File: src/rtl/uart_rx_os_if.sv
// Receive-side handshake bundle: byte payload with valid/ready flow control.
interface uart_rx_os_if #(
  parameter int DATA_BITS = 8
) ();
  logic [DATA_BITS-1:0] rx_data;
  logic                 rx_valid;
  logic                 rx_ready;

  modport master (output rx_data, output rx_valid, input rx_ready);
  modport slave  (input rx_data, input rx_valid, output rx_ready);
endinterface

File: src/rtl/uart_rx_os.sv
// UART receiver with oversampled mid-bit sampling, start-glitch rejection,
// framing-error detection and a one-entry holding register with sticky overrun.
module uart_rx_os #(
  parameter int OVERSAMPLE  = 16,
  parameter int DATA_BITS   = 8,
  parameter int SYNC_STAGES = 2
) (
  input  logic               clk,
  input  logic               rst,
  input  logic               rx,
  input  logic [13:0]        baud_tick_max,
  uart_rx_os_if.master       rx_if,
  output logic               frame_err,
  output logic               overrun,
  output logic               rx_busy
);

  localparam int SCW = $clog2(OVERSAMPLE);
  localparam int BCW = (DATA_BITS > 1) ? $clog2(DATA_BITS) : 1;
  localparam logic [SCW-1:0] MID_CNT  = SCW'(OVERSAMPLE / 2 - 1);
  localparam logic [SCW-1:0] LAST_CNT = SCW'(OVERSAMPLE - 1);
  localparam logic [BCW-1:0] LAST_BIT = BCW'(DATA_BITS - 1);

  typedef enum logic [1:0] {IDLE, START, DATA, STOP} state_t;

  state_t                 state_q, state_d;
  logic [SYNC_STAGES-1:0] sync_q;
  logic                   rxs;
  logic                   rx_prev_q;
  logic [13:0]            tick_cnt_q;
  logic [13:0]            tick_max_q;
  logic [SCW-1:0]         sample_cnt_q;
  logic [BCW-1:0]         bit_cnt_q;
  logic [DATA_BITS-1:0]   shreg_q;
  logic [DATA_BITS-1:0]   data_q;
  logic                   valid_q;

  logic start_edge, tick, mid_tick, bit_tick, stop_sample, deliver, accept, can_load;

  assign rxs         = sync_q[SYNC_STAGES-1];
  assign start_edge  = (state_q == IDLE) && rx_prev_q && !rxs;
  assign tick        = (tick_cnt_q == tick_max_q);
  assign mid_tick    = tick && (sample_cnt_q == MID_CNT);
  assign bit_tick    = tick && (sample_cnt_q == LAST_CNT);
  assign stop_sample = (state_q == STOP) && bit_tick;
  assign deliver     = stop_sample && rxs;
  assign accept      = valid_q && rx_if.rx_ready;
  assign can_load    = !valid_q || accept;

  assign rx_if.rx_data  = data_q;
  assign rx_if.rx_valid = valid_q;
  assign rx_busy        = (state_q != IDLE);

  // Synchronise the asynchronous rx line; idles high out of reset.
  always_ff @(posedge clk or negedge rst) begin
    if (!rst) sync_q <= '1;
    else      sync_q <= {sync_q[SYNC_STAGES-2:0], rx};
  end

  // Receiver state register.
  always_ff @(posedge clk or negedge rst) begin
    if (!rst) state_q <= IDLE;
    else      state_q <= state_d;
  end

  // Next-state decode driven by the mid-start and end-of-bit sample points.
  always_comb begin
    state_d = state_q;
    unique case (state_q)
      IDLE:  if (start_edge) state_d = START;
      START: if (mid_tick)   state_d = rxs ? IDLE : DATA;
      DATA:  if (bit_tick && (bit_cnt_q == LAST_BIT)) state_d = STOP;
      STOP:  if (bit_tick)   state_d = IDLE;
      default:               state_d = IDLE;
    endcase
  end

  // Tick generator, sample/bit counters, shift register and edge-detect history.
  // rx_prev only follows the line in IDLE (and at the stop sample), so a line
  // stuck low after a break must go high before another start is recognised.
  always_ff @(posedge clk or negedge rst) begin
    if (!rst) begin
      rx_prev_q    <= 1'b1;
      tick_cnt_q   <= '0;
      tick_max_q   <= '0;
      sample_cnt_q <= '0;
      bit_cnt_q    <= '0;
      shreg_q      <= '0;
    end else begin
      if (state_q == IDLE || stop_sample) rx_prev_q <= rxs;

      if (state_q == IDLE) begin
        tick_cnt_q <= '0;
        if (start_edge) tick_max_q <= baud_tick_max;
      end else begin
        tick_cnt_q <= tick ? '0 : tick_cnt_q + 14'd1;
      end

      if (state_q == IDLE || (state_q == START && mid_tick) || bit_tick)
        sample_cnt_q <= '0;
      else if (tick)
        sample_cnt_q <= sample_cnt_q + 1'b1;

      if (state_q == START)
        bit_cnt_q <= '0;
      else if (state_q == DATA && bit_tick)
        bit_cnt_q <= bit_cnt_q + 1'b1;

      if (state_q == DATA && bit_tick)
        shreg_q <= {rxs, shreg_q[DATA_BITS-1:1]};
    end
  end

  // Holding register, handshake, overrun and framing-error pulse.
  always_ff @(posedge clk or negedge rst) begin
    if (!rst) begin
      data_q    <= '0;
      valid_q   <= 1'b0;
      overrun   <= 1'b0;
      frame_err <= 1'b0;
    end else begin
      frame_err <= stop_sample && !rxs;
      if (accept) begin
        valid_q <= 1'b0;
        overrun <= 1'b0;
      end
      if (deliver) begin
        if (can_load) begin
          data_q  <= shreg_q;
          valid_q <= 1'b1;
        end else begin
          overrun <= 1'b1;
        end
      end
    end
  end

endmodule

File: src/flat_wrapper.sv
// flat-port wrapper written by rule: the top's interface ports become plain ports
module uart_rx_os_flat 
#(
  parameter int OVERSAMPLE  = 16,
  parameter int DATA_BITS   = 8,
  parameter int SYNC_STAGES = 2
)
  (clk, rst, rx, baud_tick_max, frame_err, overrun, rx_busy, rx_if_rx_data, rx_if_rx_valid, rx_if_rx_ready);
  uart_rx_os_if #(.DATA_BITS(DATA_BITS)) rx_if_i ();
  input  logic clk;
  input  logic rst;
  input  logic rx;
  input  logic [13:0] baud_tick_max;
  output logic frame_err;
  output logic overrun;
  output logic rx_busy;
  output wire logic [$bits(rx_if_i.rx_data)-1:0] rx_if_rx_data;
  output wire logic [$bits(rx_if_i.rx_valid)-1:0] rx_if_rx_valid;
  input wire logic [$bits(rx_if_i.rx_ready)-1:0] rx_if_rx_ready;
  assign rx_if_rx_data = rx_if_i.rx_data;
  assign rx_if_rx_valid = rx_if_i.rx_valid;
  assign rx_if_i.rx_ready = rx_if_rx_ready;
  uart_rx_os #(.OVERSAMPLE(OVERSAMPLE), .DATA_BITS(DATA_BITS), .SYNC_STAGES(SYNC_STAGES)) u_core (.clk(clk), .rst(rst), .rx(rx), .baud_tick_max(baud_tick_max), .rx_if(rx_if_i), .frame_err(frame_err), .overrun(overrun), .rx_busy(rx_busy));
endmodule
File: config.mk
export PLATFORM = sky130hd
export DESIGN_NAME = uart_rx_os_flat
export DESIGN_NICKNAME = d
export VERILOG_FILES = /design/src/rtl/uart_rx_os_if.sv /design/src/rtl/uart_rx_os.sv /design/src/flat_wrapper.sv
export SDC_FILE = /design/constraint.sdc
export NUM_CORES = 1
export LEC_CHECK = 0
export ABC_CLOCK_PERIOD_IN_PS = 3600
export CORE_ASPECT_RATIO = 1.75
export CORE_MARGIN = 2
export CORE_UTILIZATION = 45
export DETAILED_ROUTE_END_ITERATION = 10
export GPL_ROUTABILITY_DRIVEN = 0
export PLACE_DENSITY = 0.68
export SETUP_SLACK_MARGIN = 0.05
export SYNTH_ARGS = -nofsm -noshare
export SYNTH_HDL_FRONTEND = slang
export SYNTH_SLANG_ARGS = --single-unit
File: constraint.sdc
create_clock -name clk -period 3.6 [get_ports clk]
set_input_delay 0.9 -clock clk [delete_from_list [all_inputs] [get_ports clk]]
set_output_delay 0.9 -clock clk [all_outputs]
set_load 0.03 [all_outputs]
==> results of run 1 <==
==> worst max-delay path: stages (launching register included) <==
cell and delay, ns:
dfrtp_1 0.51, nor2_2 0.28, inv_1 0.12, clkdlybuf4s50_1 0.61
==> metrics by stage <==
step	power (µW)	instances
6_report	2000	337
5_1_grt	2130	337
4_1_cts	2030	337
3_5_place_dp	1350	321
3_3_place_gp	1340	321
2_1_floorplan	1230	219
==> flip-flops by register name, summed over array words and instances (netlist names), 2 cells and up, named ones only <==
signal	flops
u_core.tick_cnt_q	14
u_core.tick_max_q	14
u_core.rx_if.rx_data	8
u_core.shreg_q	8
u_core.sample_cnt_q	4
u_core.bit_cnt_q	3
u_core.sync_q	2
==> final cells by class <==
| type | instances | area (µm²) | share of cell area |
|---|---|---|---|
| multi-input combinational | 148 | 1200 | 0.360 |
| timing repair buffer | 32 | 308 | 0.0926 |
| clock inverter | 5 | 75.1 | 0.0226 |
| sequential | 59 | 1480 | 0.445 |
| inverter | 4 | 15.0 | 0.00452 |
| clock buffer | 11 | 151 | 0.0456 |
| tap | 78 | 97.6 | 0.0294 |
==> kinds of logic after synthesis <==
family | count (synthesis) | synth area share
mux | 33 | 0.136
flops | 59 | 0.540
buf+inv | 12 | 0.0242
xor+xnor | 27 | 0.0890
simple gates | 63 | 0.140
fa+ha+maj | 4 | 0.0182
compound gates | 21 | 0.0534
==> where the power goes <==
part | internal (µW) | switching [µW] | leakage (µW)
clock | 424 | 255 | 0.000119
combinational | 226 | 204 | 0.000636
sequential | 784 | 110 | 0.000776
==> worst min path at each step <==
stage	to	slack (ns)	cells past startpoint
floorplan	u_core.sync_q[1]$_DFF_PN1_	0.35	0
finish	u_core.sync_q[1]$_DFF_PN1_	0.36	0
detailed placement	u_core.sync_q[1]$_DFF_PN1_	0.35	0
global route	u_core.sync_q[1]$_DFF_PN1_	0.36	0
global placement	u_core.sync_q[1]$_DFF_PN1_	0.35	0
CTS	u_core.sync_q[1]$_DFF_PN1_	0.36	0
==> routing by layer <==
metal,share of wire,vias up
met4,0.023,0
met2,0.57,37
met3,0.036,11
li1,-,835
met1,0.37,878
met5,0,-
==> placed cells by master (no fill, tap or decap), types with 3 or more instances in the layout <==
master	netlist	routed
dfstp_2	3	3
xor2_1	5	5
a21oi_1	8	8
ha_1	4	4
and3_1	11	11
and2_1	3	3
a41oi_1	3	3
mux2_2	28	28
nand2_1	9	9
clkbuf_8	0	11
nand4_1	4	4
xnor2_1	21	21
clkinv_2	0	3
nor2_1	20	20
dfrtp_1	56	56
nand3_1	4	4
inv_1	4	4
clkdlybuf4s50_1	0	28
buf_4	2	3
==> impl_metrics.json, run 1 <==
{
  "clk_pin_slew_ns": 0.06,
  "ctsHoldBuffers": 0,
  "end_kind": "output port",
  "p_leak_uw": 0.00153,
  "yosysWarnings": 0,
  "num_io_pins": 30,
  "tns_ns": 0,
  "diodes": 0,
  "synth_edf_count": 0,
  "dp.final_hpwl_um": 3580,
  "postCtsSetupBuffers": 0,
  "synth_seq_cells": 59,
  "floorplan.initialDensity": 0.466,
  "die_area_mm2": 0.00676,
  "min_path_type": "register to register",
  "final_core_util": 0.565,
  "status": "finished, final reports clean",
  "crit_type": "register to output port",
  "r2r_start": "u_core.tick_cnt_q[3]$_DFF_PN0_",
  "coreArea_mm2": 0.00588,
  "max_clock_freq_ghz": 0.363,
  "busiest_layer": "met2",
  "setup_violations": 0,
  "cts.repair.resized": 0,
  "rsz0062_at_grt": "false",
  "portBuffers": 29,
  "cts_sinks": 59,
  "maxSlewViolCount": 0,
  "drv_cap": 0,
  "dpl_cell_area_mm2": 0.00310,
  "yosys-top-cells-area": "dfrtp_1 (51%), mux2_2 (11%), xnor2_1 (6.7%), dfstp_2 (2.9%), nor2_1 (2.7%)",
  "avgSynthCellArea_um2": 12.5,
  "final_nets": 276,
  "syn_nets": 241,
  "worstPathRequired_ns": 2.70,
  "maxSlewHeadroom": 0.455,
  "syn_area_mm2": 0.00274,
  "grt_pass1_wl_um": 8470,
  "first_iter_violations": 58,
  "worst_pin_slew_ns": 0.811,
  "grt_use_met3": 0.0544,
  "dp_worst_setup_slack_ns": 1.19,
  "grt_pass1_vias": 1808,
  "skew_ns": 0.00640,
  "yosysSeqAreaShare": 0.540,
  "row_count": 37,
  "num_vias": 1761,
  "rr_worst_depth": 5,
  "worstPathArrival_ns": 1.85,
  "clk_latency_ns": 0.33,
  "hp-start": "u_core.sync_q[0]$_DFF_PN1_",
  "r2r_slack_ns": 1.16,
  "cts_inserted_buffers": 9,
  "yosysMostFrequentCell": "dfrtp_1",
  "synth_cell_types": 40,
  "drc": 0,
  "crit_fanout": 12,
  "period_needed_ns": 2.75,
  "wirelength_um": 4930,
  "finalCritPeriodShare": 0.764,
  "clock_tree.root_cell": "clkbuf_8",
  "async_flop_share": 1.00,
  "synth_ff_type": "dfrtp_1",
  "clk_path_buf_depth": 2,
  "viasPerCell": 5.23,
  "grt.overflow.total": 0,
  "h-tree-depth": 3,
  "critPathLaunch": "u_core.state_q[0]$_DFFE_PN0P_",
  "met1_usage": 0.168,
  "finalHoldViolations": 0,
  "hold_ws_ns": 0.357,
  "nFillCells": 523,
  "ir_drop_uv": 429,
  "layout_setup_ws_ns": 0.849,
  "cts_tree": "built",
  "die_w_um": 63.0,
  "power_density_mw_per_mm2": 603,
  "antenna_left": 0,
  "synthTopCellsByCount": "dfrtp_1 (56), mux2_2 (28), xnor2_1 (21)",
  "final_layout_size_suffix_gt1_frac": 0.243,
  "grt_use_total": 0.169,
  "die_h_um": 107,
  "synth_cells": 219,
  "area_growth_pct": 21.2,
  "fin_area_mm2": 0.00332,
  "met2_usage": 0.309,
  "dr.pass1.iters": 4,
  "antenna_found_initial": 0,
  "wire_per_inst_um": 14.6,
  "crit_path_start_kind": "register",
  "synth_top_cell_by_area": "dfrtp_1",
  "grt_max_degree": 31,
  "endpoint": "rx_busy",
  "netlist.area_leader.share": 0.511,
  "regToRegEndpoint": "u_core.bit_cnt_q[2]$_DFFE_PN0P_"
}
Note: power is estimated with default switching activity, not from simulation.
==> run 2: changes to the inputs <==
--- a/config.mk
+++ b/config.mk
@@ -5,7 +5,7 @@
 export SDC_FILE = /design/constraint.sdc
 export NUM_CORES = 1
 export LEC_CHECK = 0
-export ABC_CLOCK_PERIOD_IN_PS = 3600
+export ABC_CLOCK_PERIOD_IN_PS = 2600
 export CORE_ASPECT_RATIO = 1.75
 export CORE_MARGIN = 2
 export CORE_UTILIZATION = 45
==> constraint.sdc (replaced) <==
create_clock -name clk -period 2.6 [get_ports clk]
set_input_delay 0.65 -clock clk [delete_from_list [all_inputs] [get_ports clk]]
set_output_delay 0.65 -clock clk [all_outputs]
set_load 0.03 [all_outputs]
==> impl_metrics.json, run 2 (same netlist as run 1, synthesis figures left out) <==
{
  "status": "finished, final reports clean",
  "antenna_left": 0,
  "clk_latency_ns": 0.34,
  "rsz0062_at_grt": "false",
  "wirelength_um": 4910,
  "crit_path_start_kind": "register",
  "end_kind": "output port",
  "floorplan.initialDensity": 0.466,
  "clock_tree.root_cell": "clkbuf_8",
  "cts_inserted_buffers": 9,
  "h-tree-depth": 3,
  "die_area_mm2": 0.00676,
  "fin_area_mm2": 0.00329,
  "p_leak_uw": 0.00151,
  "grt_pass1_wl_um": 8630,
  "final_common_cell": "dfrtp_1",
  "cts_tree": "built",
  "dp_worst_setup_slack_ns": 0.333,
  "portBuffers": 29,
  "clk_pin_slew_ns": 0.06,
  "period_needed_ns": 2.42,
  "largestRegisters": "u_core.tick_cnt_q: 14 flops, u_core.tick_max_q: 14 flops",
  "grt_use_total": 0.170,
  "final_nets": 278,
  "maxSlewViolCount": 0,
  "worstPathRequired_ns": 1.95,
  "skew_ns": 0.00400,
  "r2r_start": "u_core.sample_cnt_q[0]$_DFFE_PN0P_",
  "max_clock_freq_ghz": 0.414,
  "maxSlewHeadroom": 0.624,
  "final_layout_size_suffix_gt1_frac": 0.238,
  "final_cell_mix": "dfrtp_1 (56), mux2_2 (28), clkdlybuf4s50_1 (28)",
  "nFillCells": 544,
  "num_vias": 1782,
  "cp_slowest_cell": "clkdlybuf4s50_1",
  "viasPerCell": 5.26,
  "regArea_mm2": 0.00148,
  "die_h_um": 107,
  "regToRegEndpoint": "u_core.shreg_q[4]$_DFFE_PN0P_",
  "power_density_mw_per_mm2": 777,
  "crit_type": "register to output port",
  "multi_input_area_mm2": 0.00120,
  "dp.final_hpwl_um": 3650,
  "drc": 0,
  "finalHoldViolations": 0,
  "row_count": 37,
  "min_path_type": "input port to asynchronous set/reset pin",
  "path_cells": "nor2_4, inv_1, clkdlybuf4s50_1",
  "antenna_found_initial": 0,
  "crit_fanout": 9,
  "wire_per_inst_um": 14.5,
  "grt.overflow.total": 0,
  "tns_ns": 0,
  "clk_path_buf_depth": 2,
  "dr.pass1.iters": 4,
  "grt_pass1_vias": 1843,
  "grt_max_degree": 29,
  "finalCritPeriodShare": 0.930,
  "dpl_cell_area_mm2": 0.00312,
  "worst_pin_slew_ns": 0.564,
  "layout_setup_ws_ns": 0.183,
  "slowest_delay_ns": 0.68,
  "r2r_slack_ns": 0.33,
  "final_core_util": 0.560,
  "ir_drop_uv": 564,
  "postCtsSetupBuffers": 0,
  "coreArea_mm2": 0.00588,
  "setup_violations": 0,
  "first_iter_violations": 78,
  "drv_cap": 0,
  "diodes": 0,
  "num_io_pins": 30,
  "rr_worst_depth": 6,
  "cts_sinks": 59,
  "die_w_um": 63.0,
  "worstPathArrival_ns": 1.77,
  "area_growth_pct": 20.1,
  "endpoint": "rx_busy"
}
-- run 2: power breakdown --
| group | leakage, µW | total [µW] | switching (µW) | internal (µW) |
|---|---|---|---|---|
| Clock | 0.0000872 | 700 | 333 | 367 |
| Sequential | 0.000776 | 1230 | 145 | 1090 |
| Combinational | 0.000651 | 628 | 303 | 324 |
-- run 2: worst max-delay path: cells and delay by family (launching register included) --
family | cells | cell delay (ns)
buf+inv | 2 | 0.79
simple gates | 1 | 0.09
flops | 1 | 0.54
-- run 2: per-stage QoR --
step,total power (µW),hold slack [ns],cells
after floorplan,1700,0.345,219
final,2560,0.298,339
after global placement,1880,0.345,323
after detailed placement,1880,0.353,323
after CTS,2590,0.309,339
after global routing,2710,0.339,339
-- run 2: layout make-up --
type / count / area share
flip-flops and latches: 59 / 0.449
multi-input cells: 148 / 0.365
repair buffers: 34 / 0.102
clock buffers: 13 / 0.0452
well taps: 78 / 0.0296
clock inverters: 3 / 0.00456
inverters: 4 / 0.00456
-- run 2: repair_timing --
action,CTS,global route
hold buffers,0,0
setup endpoints to repair,0,1
resized for setup,0,1
-- run 2: how the worst min path moves through the flow --
stage	start	endpoint
global placement	u_core.sync_q[0]$_DFF_PN1_	u_core.sync_q[1]$_DFF_PN1_
CTS	rst	u_core.tick_max_q[13]$_DFFE_PN0P_
global route	rst	u_core.tick_max_q[13]$_DFFE_PN0P_
floorplan	rst	asynchronous set/reset pin
finish	rst	u_core.frame_err$_DFF_PN0_
detailed placement	u_core.sync_q[0]$_DFF_PN1_	u_core.sync_q[1]$_DFF_PN1_
-- run 2: per-layer routing --
layer / routed length (µm) / global-route usage / up-vias
met1: 1850 / 0.180 / 907
met2: 2790 / 0.300 / 22
met5: 0 / 0 / -
li1: - / - / 839
met4: 150 / 0.110 / 0
met3: 123 / 0.0345 / 14
==> run 3: changes to the inputs <==
--- a/config.mk
+++ b/config.mk
@@ -8,11 +8,12 @@
 export ABC_CLOCK_PERIOD_IN_PS = 2600
 export CORE_ASPECT_RATIO = 1.75
 export CORE_MARGIN = 2
-export CORE_UTILIZATION = 45
+export CORE_UTILIZATION = 29
 export DETAILED_ROUTE_END_ITERATION = 10
 export GPL_ROUTABILITY_DRIVEN = 0
-export PLACE_DENSITY = 0.68
+export PLACE_DENSITY = 0.49
 export SETUP_SLACK_MARGIN = 0.05
+export SLEW_MARGIN = 25
 export SYNTH_ARGS = -nofsm -noshare
 export SYNTH_HDL_FRONTEND = slang
 export SYNTH_SLANG_ARGS = --single-unit
==> impl_metrics.json, run 3 (same netlist as run 1, synthesis figures left out) <==
{
  "viasPerCell": 4.56,
  "die_area_mm2": 0.0103,
  "antenna_found_initial": 0,
  "portBuffers": 29,
  "rr_worst_depth": 6,
  "skew_ns": 0.00552,
  "maxSlewViolCount": 0,
  "clk_latency_ns": 0.33,
  "h-tree-depth": 3,
  "dp_worst_setup_slack_ns": 0.324,
  "min_path_type": "input port to asynchronous set/reset pin",
  "cts_tree": "built",
  "antenna_left": 0,
  "drc": 0,
  "dp.final_hpwl_um": 3910,
  "cts_sinks": 59,
  "cts.repair.resized": 0,
  "crit_type": "register to output port",
  "grt_pass1_wl_um": 9320,
  "finalHoldViolations": 0,
  "rsz0062_at_grt": "false",
  "tns_ns": 0,
  "worstPathArrival_ns": 1.72,
  "status": "finished, final reports clean",
  "maxSlewHeadroom": 0.680,
  "r2r_slack_ns": 0.30,
  "r2r_start": "u_core.sample_cnt_q[0]$_DFFE_PN0P_",
  "end_kind": "output port",
  "die_h_um": 133,
  "wirelength_um": 5470,
  "largestRegisters": "u_core.tick_cnt_q: 14 flops, u_core.tick_max_q: 14 flops",
  "coreArea_mm2": 0.00935,
  "setup_violations": 0,
  "first_iter_violations": 55,
  "power_density_mw_per_mm2": 863,
  "num_vias": 1752,
  "grt_max_degree": 42,
  "max_clock_freq_ghz": 0.421,
  "area_growth_pct": 26.9,
  "clk_pin_slew_ns": 0.05,
  "finalCritPeriodShare": 0.913,
  "layout_setup_ws_ns": 0.226,
  "grt.overflow.total": 0,
  "period_needed_ns": 2.37,
  "grt_pass1_vias": 1877,
  "cts_inserted_buffers": 9,
  "clock_tree.root_cell": "clkbuf_16",
  "regToRegEndpoint": "u_core.shreg_q[1]$_DFFE_PN0P_",
  "floorplan.initialDensity": 0.293,
  "p_leak_uw": 0.00158,
  "grt_use_total": 0.122,
  "postCtsSetupBuffers": 0,
  "num_io_pins": 30,
  "dr.pass1.iters": 4,
  "row_count": 47,
  "final_nets": 279,
  "worst_pin_slew_ns": 0.476,
  "ir_drop_uv": 394,
  "wire_per_inst_um": 14.2,
  "final_cell_mix": "dfrtp_1 (56), mux2_2 (28), clkdlybuf4s50_1 (28)",
  "crit_fanout": 6,
  "nFillCells": 907,
  "final_common_cell": "dfrtp_1",
  "die_w_um": 77.5,
  "crit_path_start_kind": "register",
  "clk_path_buf_depth": 2,
  "final_layout_size_suffix_gt1_frac": 0.244,
  "drv_cap": 0,
  "diodes": 0,
  "ctsHoldBuffers": 0,
  "worstPathRequired_ns": 1.95
}
## run 3: cell types whose count changed in the layout (fill, tap and decap cells not counted)
cell / previous run / this run
clkbuf_16: 0 / 9
clkbuf_8: 10 / 4
clkinv_2: 3 / 1
buf_4: 4 / 5
clkbuf_1: 3 / 2
nor2_2: 0 / 1
nor2_4: 1 / 0
## run 3: worst max-delay path, stage by stage (launching register included)
cell,delay (ns)
dfrtp_1,0.39
nor2_2,0.26
inv_1,0.13
clkdlybuf4s50_1,0.61
## run 3: worst max path at each step
| stage | start | to | slack [ns] | cells past startpoint |
|---|---|---|---|---|
| 6_report | u_core.state_q[0]$_DFFE_PN0P_ | rx_busy | 0.23 | 3 |
| 5_1_grt | u_core.sample_cnt_q[0]$_DFFE_PN0P_ | u_core.shreg_q[1]$_DFFE_PN0P_ | 0.07 | 6 |
| 4_1_cts | u_core.state_q[0]$_DFFE_PN0P_ | rx_busy | 0.20 | 3 |
| 3_5_place_dp | u_core.sample_cnt_q[0]$_DFFE_PN0P_ | u_core.shreg_q[3]$_DFFE_PN0P_ | 0.32 | 6 |
| 3_3_place_gp | u_core.sample_cnt_q[0]$_DFFE_PN0P_ | u_core.shreg_q[0]$_DFFE_PN0P_ | 0.37 | 6 |
| 2_1_floorplan | register | u_core.tick_max_q[10]$_DFFE_PN0P_ | 0.63 | 6 |
## run 3: layout make-up
cell class | count | area (µm²) | area share
sequential | 59 | 1480 | 0.425
multi-input combinational | 148 | 1200 | 0.344
timing repair buffer | 35 | 343 | 0.0985
clock buffer | 15 | 288 | 0.0827
tap | 122 | 153 | 0.0439
inverter | 4 | 15.0 | 0.00431
clock inverter | 1 | 5.00 | 0.00144
## run 3: power breakdown
| group | switching (µW) | internal (µW) |
|---|---|---|
| clock | 391 | 746 |
| sequential | 144 | 1090 |
| combinational | 310 | 321 |
## run 3: routing by layer
layer  routed length [µm]  track usage  up-vias
li1                     -            -      844
met1                 2040        0.120      870
met2                 3050        0.216       28
met3                  211       0.0409       10
met4                  165       0.0774        0
met5                    0            0        -
## run 3: per-stage QoR
step | instances | hold WS [ns] | utilization | area, µm² | total power, µW
after floorplan | 219 | 0.345 | - | 2740 | 1700
after global placement | 368 | 0.348 | 0.341 | 3190 | 1900
after detailed placement | 368 | 0.348 | 0.341 | 3190 | 1900
after CTS | 384 | 0.271 | 0.372 | 3480 | 3070
after global routing | 384 | 0.295 | 0.372 | 3480 | 3180
final | 384 | 0.265 | 0.372 | 3480 | 3000
